**src/rtl/fano_pkg.sv**
```systemverilog
// Shared convolutional-code constants and frame-state encoding for the
// K=7 rate-1/2 encoder and its matching Fano decoder.
package fano_pkg;

  localparam int unsigned K_DEF  = 7;
  localparam logic [6:0]  G0_DEF = 7'o171;
  localparam logic [6:0]  G1_DEF = 7'o133;

  typedef enum logic [1:0] {
    ST_IDLE = 2'd0,
    ST_DATA = 2'd1,
    ST_TAIL = 2'd2
  } enc_state_e;

endpackage

```
**src/rtl/conv_encoder_parity.sv**
```systemverilog
// Single parity tap: XOR of the encoder window masked by a generator polynomial.
module conv_parity #(
  parameter int unsigned W = 7
) (
  input  logic [W-1:0] window,
  input  logic [W-1:0] poly,
  output logic         parity
);

  assign parity = ^(window & poly);

endmodule

```
**src/rtl/conv_encoder.sv**
```systemverilog
// Rate-1/2 convolutional encoder with zero-tail termination and a
// ready/valid handshake on both the information and rib sides.
module conv_encoder
  import fano_pkg::*;
#(
  parameter int unsigned K  = K_DEF,
  parameter logic [K-1:0] G0 = K'(G0_DEF),
  parameter logic [K-1:0] G1 = K'(G1_DEF)
) (
  input  logic       clk,
  input  logic       reset_n,
  input  logic       i_vld,
  input  logic       i_bit,
  input  logic       i_last,
  output logic       o_rdy,
  output logic       o_vld,
  output logic [1:0] o_rib,
  output logic       o_last,
  input  logic       i_rdy,
  output logic       o_busy
);

  localparam logic [2:0] TAIL_LAST = 3'(K - 2);

  enc_state_e   state_q, state_d;
  logic [K-2:0] s_q, s_d;
  logic [2:0]   cnt_q, cnt_d;
  logic [1:0]   rib_q, rib_d;
  logic         vld_q, vld_d;
  logic         last_q, last_d;

  logic         adv;
  logic         in_xfer;
  logic         d0;
  logic [K-1:0] window;
  logic         par_g0, par_g1;

  // Window MSB is the current bit so poly bit K-1-k lines up with dk.
  assign d0     = (state_q == ST_TAIL) ? 1'b0 : i_bit;
  assign window = {d0, s_q};

  conv_parity #(.W(K)) u_par_g0 (.window(window), .poly(G0), .parity(par_g0));
  conv_parity #(.W(K)) u_par_g1 (.window(window), .poly(G1), .parity(par_g1));

  assign adv     = !vld_q || i_rdy;
  assign o_rdy   = reset_n && (state_q != ST_TAIL) && adv;
  assign in_xfer = i_vld && o_rdy;

  assign o_vld  = vld_q;
  assign o_rib  = rib_q;
  assign o_last = last_q;
  // Busy persists after the FSM returns to IDLE until the o_last rib leaves.
  assign o_busy = (state_q != ST_IDLE) || (vld_q && last_q);

  always_ff @(posedge clk or negedge reset_n) begin
    if (!reset_n) begin
      state_q <= ST_IDLE;
      s_q     <= '0;
      cnt_q   <= '0;
      rib_q   <= '0;
      vld_q   <= 1'b0;
      last_q  <= 1'b0;
    end else begin
      state_q <= state_d;
      s_q     <= s_d;
      cnt_q   <= cnt_d;
      rib_q   <= rib_d;
      vld_q   <= vld_d;
      last_q  <= last_d;
    end
  end

  always_comb begin
    state_d = state_q;
    s_d     = s_q;
    cnt_d   = cnt_q;
    rib_d   = rib_q;
    vld_d   = vld_q;
    last_d  = last_q;

    if (vld_q && i_rdy) begin
      vld_d  = 1'b0;
      last_d = 1'b0;
    end

    case (state_q)
      ST_IDLE, ST_DATA: begin
        if (in_xfer) begin
          rib_d   = {par_g0, par_g1};
          s_d     = {d0, s_q[K-2:1]};
          vld_d   = 1'b1;
          last_d  = 1'b0;
          cnt_d   = '0;
          state_d = i_last ? ST_TAIL : ST_DATA;
        end
      end
      ST_TAIL: begin
        if (adv) begin
          rib_d  = {par_g0, par_g1};
          s_d    = {d0, s_q[K-2:1]};
          vld_d  = 1'b1;
          last_d = (cnt_q == TAIL_LAST);
          if (cnt_q == TAIL_LAST) begin
            cnt_d   = '0;
            state_d = ST_IDLE;
          end else begin
            cnt_d = cnt_q + 3'd1;
          end
        end
      end
      default: state_d = ST_IDLE;
    endcase
  end

endmodule

```
**config.mk**
```make
export PLATFORM = sky130hd
export DESIGN_NAME = conv_encoder
export DESIGN_NICKNAME = d
export VERILOG_FILES = /design/src/rtl/fano_pkg.sv /design/src/rtl/conv_encoder_parity.sv /design/src/rtl/conv_encoder.sv
export SDC_FILE = /design/constraint.sdc
export NUM_CORES = 1
export LEC_CHECK = 0
export CAP_MARGIN = 20
export CORE_MARGIN = 5
export CORE_UTILIZATION = 60
export CTS_BUF_LIST = sky130_fd_sc_hd__clkbuf_2 sky130_fd_sc_hd__clkbuf_4 sky130_fd_sc_hd__clkbuf_8
export CTS_CLUSTER_DIAMETER = 50
export CTS_CLUSTER_SIZE = 10
export DETAILED_ROUTE_END_ITERATION = 8
export GPL_TIMING_DRIVEN = 0
export PLACE_DENSITY = 0.86
export SLEW_MARGIN = 15
export SYNTH_ARGS = -nofsm -noshare
export SYNTH_HDL_FRONTEND = slang
export SYNTH_HIERARCHICAL = 1
export SYNTH_SLANG_ARGS = --single-unit
```
**constraint.sdc**
```tcl
create_clock -name clk -period 4.3 [get_ports clk]
set_input_delay 0.43 -clock clk [delete_from_list [all_inputs] [get_ports clk]]
set_output_delay 0.43 -clock clk [all_outputs]
set_load 0.01 [all_outputs]
```
# Word level (Yosys, flattened, before mapping)
# Cells that the tools add are included.
dict set report word_totals {
  register_bits 15
  inputBits 6
  output_inout_bits 6
}
dict set report classes {
  add_sub_neg 1
  n_eq_ne 7
  n_mux 24
  n_reduce_logical 16
}
# operator n
set ops {}
lappend ops {{parity 7 bit} 2}
lappend ops {{2-to-1 mux 2 bit} 6}
lappend ops {{2-to-1 mux 6 bit} 2}
lappend ops {{case mux 6 bit (2 select lines)} 1}
lappend ops {{2-to-1 mux 3 bit} 3}
lappend ops {{case mux 2 bit (2 select lines)} 2}
lappend ops {{2-to-1 mux 1 bit} 7}
lappend ops {{!= test 2 bit (second input constant)} 3}
lappend ops {{case mux 3 bit (2 select lines)} 1}
lappend ops {{AND reduction 3 bit} 2}
lappend ops {{logical AND 1 bit} 5}
lappend ops {{case mux 1 bit (2 select lines)} 2}
lappend ops {{nonzero test 2 bit} 2}
lappend ops {{adder 3 x 1 -> 3 bit (second input constant)} 1}
lappend ops {{equality test 3 bit (second input constant)} 1}
lappend ops {{equality test 2 x 1 -> 1 bit (second input constant)} 1}
lappend ops {{equality test 2 bit (second input constant)} 1}
lappend ops {{logical NOT 2 bit} 1}
lappend ops {{logical OR 1 bit} 2}
lappend ops {{!= test 2 x 1 -> 1 bit (second input constant)} 1}
lappend ops {{OR reduction 2 bit} 1}
lappend ops {{logical NOT 1 bit} 1}

# Depth between registers and ports, before layout
# Gate-level depths: netlist of the first run.
dict set report depth {
  ltp_word 6
  depth_mapped 6
}

# Modules after synthesis
# The synthesis of the first run kept the hierarchy.
# mod n_inst cells_each area_per_inst_um2
set by_module_without_submodules {}
lappend by_module_without_submodules {conv_encoder 1 62 723.2}
lappend by_module_without_submodules {conv_parity 2 11 88.8}

# Least setup slack after synthesis of the first run
# Ideal clock, no wire load.
dict set report synth_path {
  kind {reg-to-reg}
  from {reg state_q[1]}
  to {reg rib_q[0], in the netlist o_rib[0]}
  setup_ns 0.125
  arrival_ns 1.509
  required_ns 4.175
  path_slack_ns 2.666
  stages_incl_launch_ff 7
  synth_period_minus_slack_ns 1.634
  cell_sequence {dfrtp_1 nor2b_1 nor2_1 nand2_1 xor2_1 xnor3_1 mux2_4}
}
dict set report synth_via {
  word_cells_on_any_way 17
}
# element line
set synth_lines {}
lappend synth_lines {{start: declaration} conv_encoder.sv:25} ;# enc_state_e state_q, state_d;
lappend synth_lines {{start signal: assignment} conv_encoder.sv:64} ;# state_q <= state_d;
lappend synth_lines {{equality test 2 bit (*)} conv_encoder.sv:39} ;# assign d0 = (state_q == ST_TAIL) ? 1'b0 : i_bit;
lappend synth_lines {{2-to-1 mux 1 bit (*)} conv_encoder.sv:39}
lappend synth_lines {{named net d0} conv_encoder.sv:34} ;# logic d0;
lappend synth_lines {{parity 7 bit (*)} conv_encoder_parity.sv:10} ;# assign parity = ^(window & poly);
lappend synth_lines {{named net par_g1} conv_encoder.sv:36} ;# logic par_g0, par_g1;
lappend synth_lines {{2-to-1 mux 2 bit (on tied branches)} {conv_encoder.sv:98, conv_encoder.sv:88}}
lappend synth_lines {{case mux 2 bit (2 select lines) (*)} conv_encoder.sv:86} ;# case (state_q)
lappend synth_lines {{end signal: assignment} conv_encoder.sv:67} ;# rib_q <= rib_d;
lappend synth_lines {{end: declaration} conv_encoder.sv:28} ;# logic [1:0] rib_q, rib_d;
# Mark *: on every way through the listed nets, which the timed path passes. The rest lies on a longest branch. The select of a mux whose other input is x is not followed.
# A chain may end at the register's enable or synchronous reset.

# Final worst setup path of the first run
dict set report layout_path {
  from {in reset_n}
  to {out o_rdy}
}
dict set report layout_via {
  elab_chain_cells 2
}
# element line
set layout_rtl {}
lappend layout_rtl {{start: declaration} conv_encoder.sv:11} ;# input logic reset_n,
lappend layout_rtl {{logical AND 1 bit (2 in a row)} conv_encoder.sv:46} ;# assign o_rdy = reset_n && (state_q != ST_TAIL) && adv;
lappend layout_rtl {{end: declaration} conv_encoder.sv:15} ;# output logic o_rdy,
# No other way between the ends.

==> metrics.yaml, run 1 <==
ys_types: 33
cp_slowest_cell: "clkdlybuf4s50_1"
cts.sink_count: 15
ys_ff_latch: 15
avgRoutedWirePerCell_um: 12.7
synth_edf_count: 0
peakVddDrop_v: 0.000433
grt-ovfl-total: 0
die_y_um: 48.8
cts-hold-fix-buffers: 0
synth-async-reset-ratio_pct: 100
io-pin-count: 12
power.density_nw_per_um2: 642
grt_max_degree: 21
worstPathMaxFanout: 20
crit_family: "buffers and inverters"
clock_latency_ns: 0.29
cp.arrival_ns: 2.20
hold_path_class: "reg -> reg"
start_util_pct: 61.2
post_cts_resized: 0
dp.cells: 123
setup_viol_count_final: 0
p_total_uw: 708
grtUsageMet1_pct: 19.7
drtAntennaViolNets: 0
nets: 118
instances_no_fill: 127
crit_type: "in -> out"
cts_buffer_depth: 2
cts_buffers: 3
required_ns: 3.87
first_iter_violations: 14
grt_pass1_wl_mm: 2.88
drc: 0
timing.fmax_mhz: 380
use_met3_pct: 6.75
grt_use_met2_pct: 24.8
yosysSeqAreaShare_pct: 41.7
fin_crit_sh_pct: 61.2
dp_hpwl_mm: 1.19
endpoint_kind: "output port"
core_um2: 1470
finalMaxSlewViolations: 0
place_congestion: 0.723
cts_setup_buffers: 0
portBuffers: 11
synth_flop_cell: "dfrtp_1"
hold_viol_final: 0
switchingPower_uw: 246
synth.avg_cell_area_um2: 10.7
power_frac_seq_pct: 37.0
finClkSkew_ns: 0.00816
cts_htree_levels: 1
rr_startpoint: "state_q[1]$_DFFE_PN0P_"
vias: 643
cap_violations: 0
worstHoldStart: "o_rib[1]$_DFFE_PN0P_"
p_sw_share_pct: 34.8
worstPathCellList: "clkdlybuf4s50_1 > and3_1 > clkdlybuf4s50_1"
rsz0062_at_grt: "false"
grt_usage_pct: 15.7
crit_end: "o_rdy"
die_w_um: 48.8
busiest_layer: "met2"
clock_power_share_pct: 11.9
crit_path_frequent_cell: "clkdlybuf4s50_1"
synth_area_um2: 901
path_depth: 3
r2r_cells: 6
comb_power_share_pct: 51.1
setup_tns_ns: 0
status: "finished, final reports clean"
routed_wl_mm: 1.62
grt_antenna_before_repair: 0
fin_crit_ns: 2.63
cts-root-buf: "clkbuf_4"
final_common_cell: "dfrtp_1"
reg2reg_setup_slack_ns: 2.41
clk_pin_slew_ns: 0.10
cp_slowest_stage_delay_ns: 0.97
worstReg2RegEnd: "o_rib[0]$_DFFE_PN0P_"
cts_tree: "built"
grt_pass1_vias: 648
synthCells: 84
p_leak_nw: 0.538
synth_warnings: 6
dieArea_um2: 2380
rows: 14
worstSetupStartpointType: "input pin"
p_int_uw: 462
avgViaCountPerCell: 5.06
cp_num_buf_inv: 2
maxSlewHeadroom_pct: 48.7
first_pass_iters: 4
drive_gt1_share_pct: 11.7
syn_to_final_growth_pct: 22.5
n_antenna_cell: 0
final_cell_mix: "dfrtp_1, nand2_1, conb_1, clkdlybuf4s50_1, mux2_4"
tightestPinTransition_ns: 0.767
critPathLaunch: "reset_n"
[power groups by stage]
stage	combinational, mW	sequential (mW)	clock (mW)
final	0.362	0.262	0.0844
after global placement	0.351	0.261	0
after detailed placement	0.360	0.264	0
after global routing	0.395	0.274	0.0968
after CTS	0.363	0.262	0.0864
after floorplan	0.265	0.256	0
[worst min path at each step]
stage | end | slack [ns] | cells after the start
after global placement | o_rib[1]$_DFFE_PN0P_ | 0.49 | 1
after floorplan | cnt_q[0]$_DFFE_PN0P_ | 0.13 | 0
after CTS | o_rib[1]$_DFFE_PN0P_ | 0.52 | 1
after detailed placement | o_rib[1]$_DFFE_PN0P_ | 0.50 | 1
after global routing | o_rib[1]$_DFFE_PN0P_ | 0.55 | 1
final | o_rib[1]$_DFFE_PN0P_ | 0.52 | 1
[flip-flops by register name (all words and copies together) (netlist names)]
register and flops:
cnt_q 3, o_rib 2, o_vld 1, o_last 1
s_q 6, state_q 2
[final cells by class]
| cell class | count | area [um2] |
|---|---|---|
| plain buffers | 2 | 15.0 |
| clock buffers | 3 | 22.5 |
| clock inverters | 1 | 5.00 |
| fillers | 113 | 368 |
| inverters | 5 | 18.8 |
| multi-input cells | 74 | 537 |
| flip-flops and latches | 15 | 375 |
| well taps | 16 | 20.0 |
| repair buffers | 11 | 110 |
[routing by layer]
metal | wire [um] | part of all wire (%) | up-vias
li1 | - | - | 329
met1 | 766 | 47 | 301
met2 | 769 | 47 | 11
met3 | 70 | 4.3 | 2
met4 | 12 | 0.74 | 0
met5 | 0 | 0 | -
[cells by family (layout without fill, tap and decap cells)]
family / count (synthesis) / count (layout) / synth area share (%)
muxes: 7 / 7 / 11.3
AOI/OAI and AO/OA: 14 / 14 / 10.1
DFF: 15 / 15 / 41.7
and+or+nand+nor: 31 / 31 / 18.5
other: 2 / 14 / 0.834
buffers and inverters: 7 / 22 / 3.75
xor gates and xnor gates: 8 / 8 / 13.9
[metrics by stage]
stage	utilization (%)	area, um2	hold WS [ns]	setup WS (ns)
2_1_floorplan	-	946	0.134	2.67
3_3_place_gp	73.1	1080	0.491	1.62
3_5_place_dp	73.1	1080	0.499	1.63
4_1_cts	75.0	1100	0.523	1.60
5_1_grt	75.0	1100	0.550	1.50
6_report	75.0	1100	0.518	1.67
[Yosys cell counts, drive strengths merged (2+ instances only)]
cell type | number | area, um2
xnor2 | 2 | 17.5
xor2 | 2 | 17.5
nor2b | 4 | 25.0
a21oi | 3 | 18.8
nand2b | 2 | 12.5
nand3b | 2 | 15.0
o211ai | 2 | 15.0
o21ai | 4 | 20.0
conb | 2 | 7.51
xnor3 | 4 | 90.1
dfrtp | 15 | 375
mux2 | 7 | 101
inv | 5 | 18.8
nand2 | 14 | 52.6
No activity file was read; power rests on OpenSTA's default activity.
==> run 2, diff against run 1 <==
--- a/config.mk
+++ b/config.mk
@@ -7,13 +7,13 @@
 export LEC_CHECK = 0
 export CAP_MARGIN = 20
 export CORE_MARGIN = 5
-export CORE_UTILIZATION = 60
+export CORE_UTILIZATION = 56
 export CTS_BUF_LIST = sky130_fd_sc_hd__clkbuf_2 sky130_fd_sc_hd__clkbuf_4 sky130_fd_sc_hd__clkbuf_8
 export CTS_CLUSTER_DIAMETER = 50
 export CTS_CLUSTER_SIZE = 10
 export DETAILED_ROUTE_END_ITERATION = 8
 export GPL_TIMING_DRIVEN = 0
-export PLACE_DENSITY = 0.86
+export PLACE_DENSITY = 0.81
 export SLEW_MARGIN = 15
 export SYNTH_ARGS = -nofsm -noshare
 export SYNTH_HDL_FRONTEND = slang
==> constraint.sdc (replaced) <==
create_clock -name clk -period 2.5 [get_ports clk]
set_input_delay 0.25 -clock clk [delete_from_list [all_inputs] [get_ports clk]]
set_output_delay 0.25 -clock clk [all_outputs]
set_load 0.01 [all_outputs]
==> run 2 against run 1 <==
  * Sequential power grew 71%
  * Clock skew shrank 0.0045 ns
  * Combinational power grew 69%
  * Via count shrank 0.47%
  * Flip-flop and latch count is the same
  * Count of clock-buffer cells in the layout grew 1
  * Worst setup slack lost 1.5 ns
  * Clock power grew 74%
==> metrics.yaml, run 2 (synthesis results as in run 1) <==
peakVddDrop_v: 0.000748  # +73%
design_area_um2: 1110  # +0.23%
p_leak_nw: 0.539  # +0.13%
fin_crit_sh_pct: 91.9
status: "finished, final reports clean"
largest_reg_flops: 6  # unchanged
timing.fmax_mhz: 435
cts.sink_count: 15  # unchanged
grt-ovfl-total: 0  # unchanged
worstSetupStartpointType: "input pin"
worstPathMaxFanout: 20  # unchanged
finClkSkew_ns: 0.00367  # -0.00449 ns
dp_hpwl_mm: 1.09  # -8.0%
core_um2: 1520  # +3.6%
portBuffers: 11  # unchanged
hold_path_class: "in -> async"
clock_latency_ns: 0.28  # about the same
first_pass_iters: 6  # +2
endpoint_kind: "output port"
largest-register: "s_q"
p_sw_share_pct: 33.0  # -1.8 points
syn_to_final_growth_pct: 22.8
p_int_uw: 807  # +75%
cts_buffers: 3  # unchanged
dp_slack_ns: 0.126  # -1.50 ns
start_util_pct: 59.1  # -2.1 points
die_w_um: 50.1  # +2.8%
cts-root-buf: "clkbuf_4"
crit_type: "in -> out"
cts-hold-fix-buffers: 0  # unchanged
setup_tns_ns: 0  # unchanged
routed_wl_mm: 1.46  # -9.8%
largestRegisters: "s_q (6), cnt_q (3)"
cap_violations: 0  # unchanged
cp_num_buf_inv: 2  # unchanged
fin_crit_ns: 2.30
power.density_nw_per_um2: 1090  # +70%
grt_pass1_wl_mm: 2.70  # -6.2%
rows: 14  # unchanged
seq_area_um2: 375  # unchanged
die_y_um: 50.1  # +2.8%
grt_antenna_before_repair: 0  # unchanged
nets: 118  # unchanged
fin_ws_ns: 0.203  # -1.47 ns
crit_path_frequent_cell: "clkdlybuf4s50_1"
multi_input_comb_area_um2: 537  # unchanged
cp_slowest_cell: "clkdlybuf4s50_1"
drc: 0  # unchanged
grt_usage_pct: 13.7  # -2.0 points
clock_power_share_pct: 12.2  # +0.3 points
fillerInstances: 118  # +4.4%
setup_viol_count_final: 0  # unchanged
cts_buffer_depth: 2  # unchanged
first_iter_violations: 17  # +3
required_ns: 2.25  # -1.62 ns
post_cts_resized: 0  # unchanged
cp_slowest_stage_delay_ns: 0.99  # +0.02 ns
hold_viol_final: 0  # unchanged
place_congestion: 0.766  # +5.9%
dieArea_um2: 2510  # +5.7%
avgRoutedWirePerCell_um: 11.5  # -9.8%
avgViaCountPerCell: 5.04  # -0.47%
grt_pass1_vias: 604  # -6.8%
maxSlewHeadroom_pct: 46.6  # -2.2 points
dpl-instance-area_um2: 1080  # unchanged
grt_max_degree: 21  # unchanged
cp.arrival_ns: 2.05  # -0.15 ns
rsz0062_at_grt: "false"
switchingPower_uw: 398  # +61%
io-pin-count: 12  # unchanged
cts_setup_buffers: 0  # unchanged
vias: 640  # -0.47%
post-route-util_pct: 72.6  # -2.4 points
drtAntennaViolNets: 0  # unchanged
finalMaxSlewViolations: 0  # unchanged
n_antenna_cell: 0  # unchanged
final_cell_mix: "dfrtp_1, nand2_1, conb_1, clkdlybuf4s50_1, mux2_4"
cts_tree: "built"
final_common_cell: "dfrtp_1"
cts_htree_levels: 1  # unchanged
crit_family: "buffers and inverters"
clk_pin_slew_ns: 0.09  # about the same
worstPathCellList: "clkdlybuf4s50_1 > and3_1 > clkdlybuf4s50_1"
power_frac_seq_pct: 37.1  # about the same
tightestPinTransition_ns: 0.799  # +0.0323 ns
whs_ns: 0.431  # -0.0877 ns
comb_power_share_pct: 50.7  # -0.4 points
drive_gt1_share_pct: 11.7  # unchanged
run 2: layer usage:
| layer | track usage [%] | share of wire, % | vias up |
|---|---|---|---|
| met5 | 0 | 0 | - |
| met2 | 19.5 | 46 | 8 |
| met4 | 3.93 | 0.55 | 0 |
| met1 | 20.2 | 50 | 298 |
| met3 | 3.92 | 3.3 | 2 |
| li1 | - | - | 332 |
run 2: cell type report:
class	instances	area share, %
well taps	16	1.81
multi-input cells	74	48.5
clock buffers	4	2.71
flip-flops and latches	15	33.9
inverters	5	1.70
repair buffers	11	9.95
plain buffers	2	1.36
run 2: through the flow:
step           power (mW)  std cells
5_1_grt              1.31        127
4_1_cts              1.22        127
6_report             1.20        127
3_5_place_dp         1.06        123
2_1_floorplan       0.896         96
3_3_place_gp         1.05        123
run 2: path summary, 6_finish.rpt:
check                                        from                      to  slack (ns)  depth (start not counted)
setup / recovery                          reset_n                   o_rdy        0.20                          3
hold / removal                            reset_n    o_rib[1]$_DFFE_PN0P_        0.43                          1
setup reg to reg           state_q[1]$_DFFE_PN0P_    o_rib[1]$_DFFE_PN0P_        0.67                          6
hold reg to reg            state_q[1]$_DFFE_PN0P_  state_q[0]$_DFFE_PN0P_        0.52                          1
max in group asynchronous                 reset_n      s_q[4]$_DFFE_PN0P_        1.57                          1
min in group clk           state_q[1]$_DFFE_PN0P_  state_q[0]$_DFFE_PN0P_        0.52                          1
run 2: worst register-to-register path, cell delays in order, from the launching register on:
cell and delay (ns):
dfrtp_1 0.42, nor2b_1 0.34, nor2_1 0.11, nand2_1 0.10
xor2_1 0.18, xnor3_1 0.33, mux2_4 0.26
run 2: power by group through the flow:
stage               registers, mW  clock network, mW  logic (mW)
finish                      0.447              0.147       0.611
detailed placement          0.449                  0       0.613
CTS                         0.446              0.154       0.616
global placement            0.445                  0       0.604
global route                0.470              0.168       0.669
floorplan                   0.440                  0       0.456
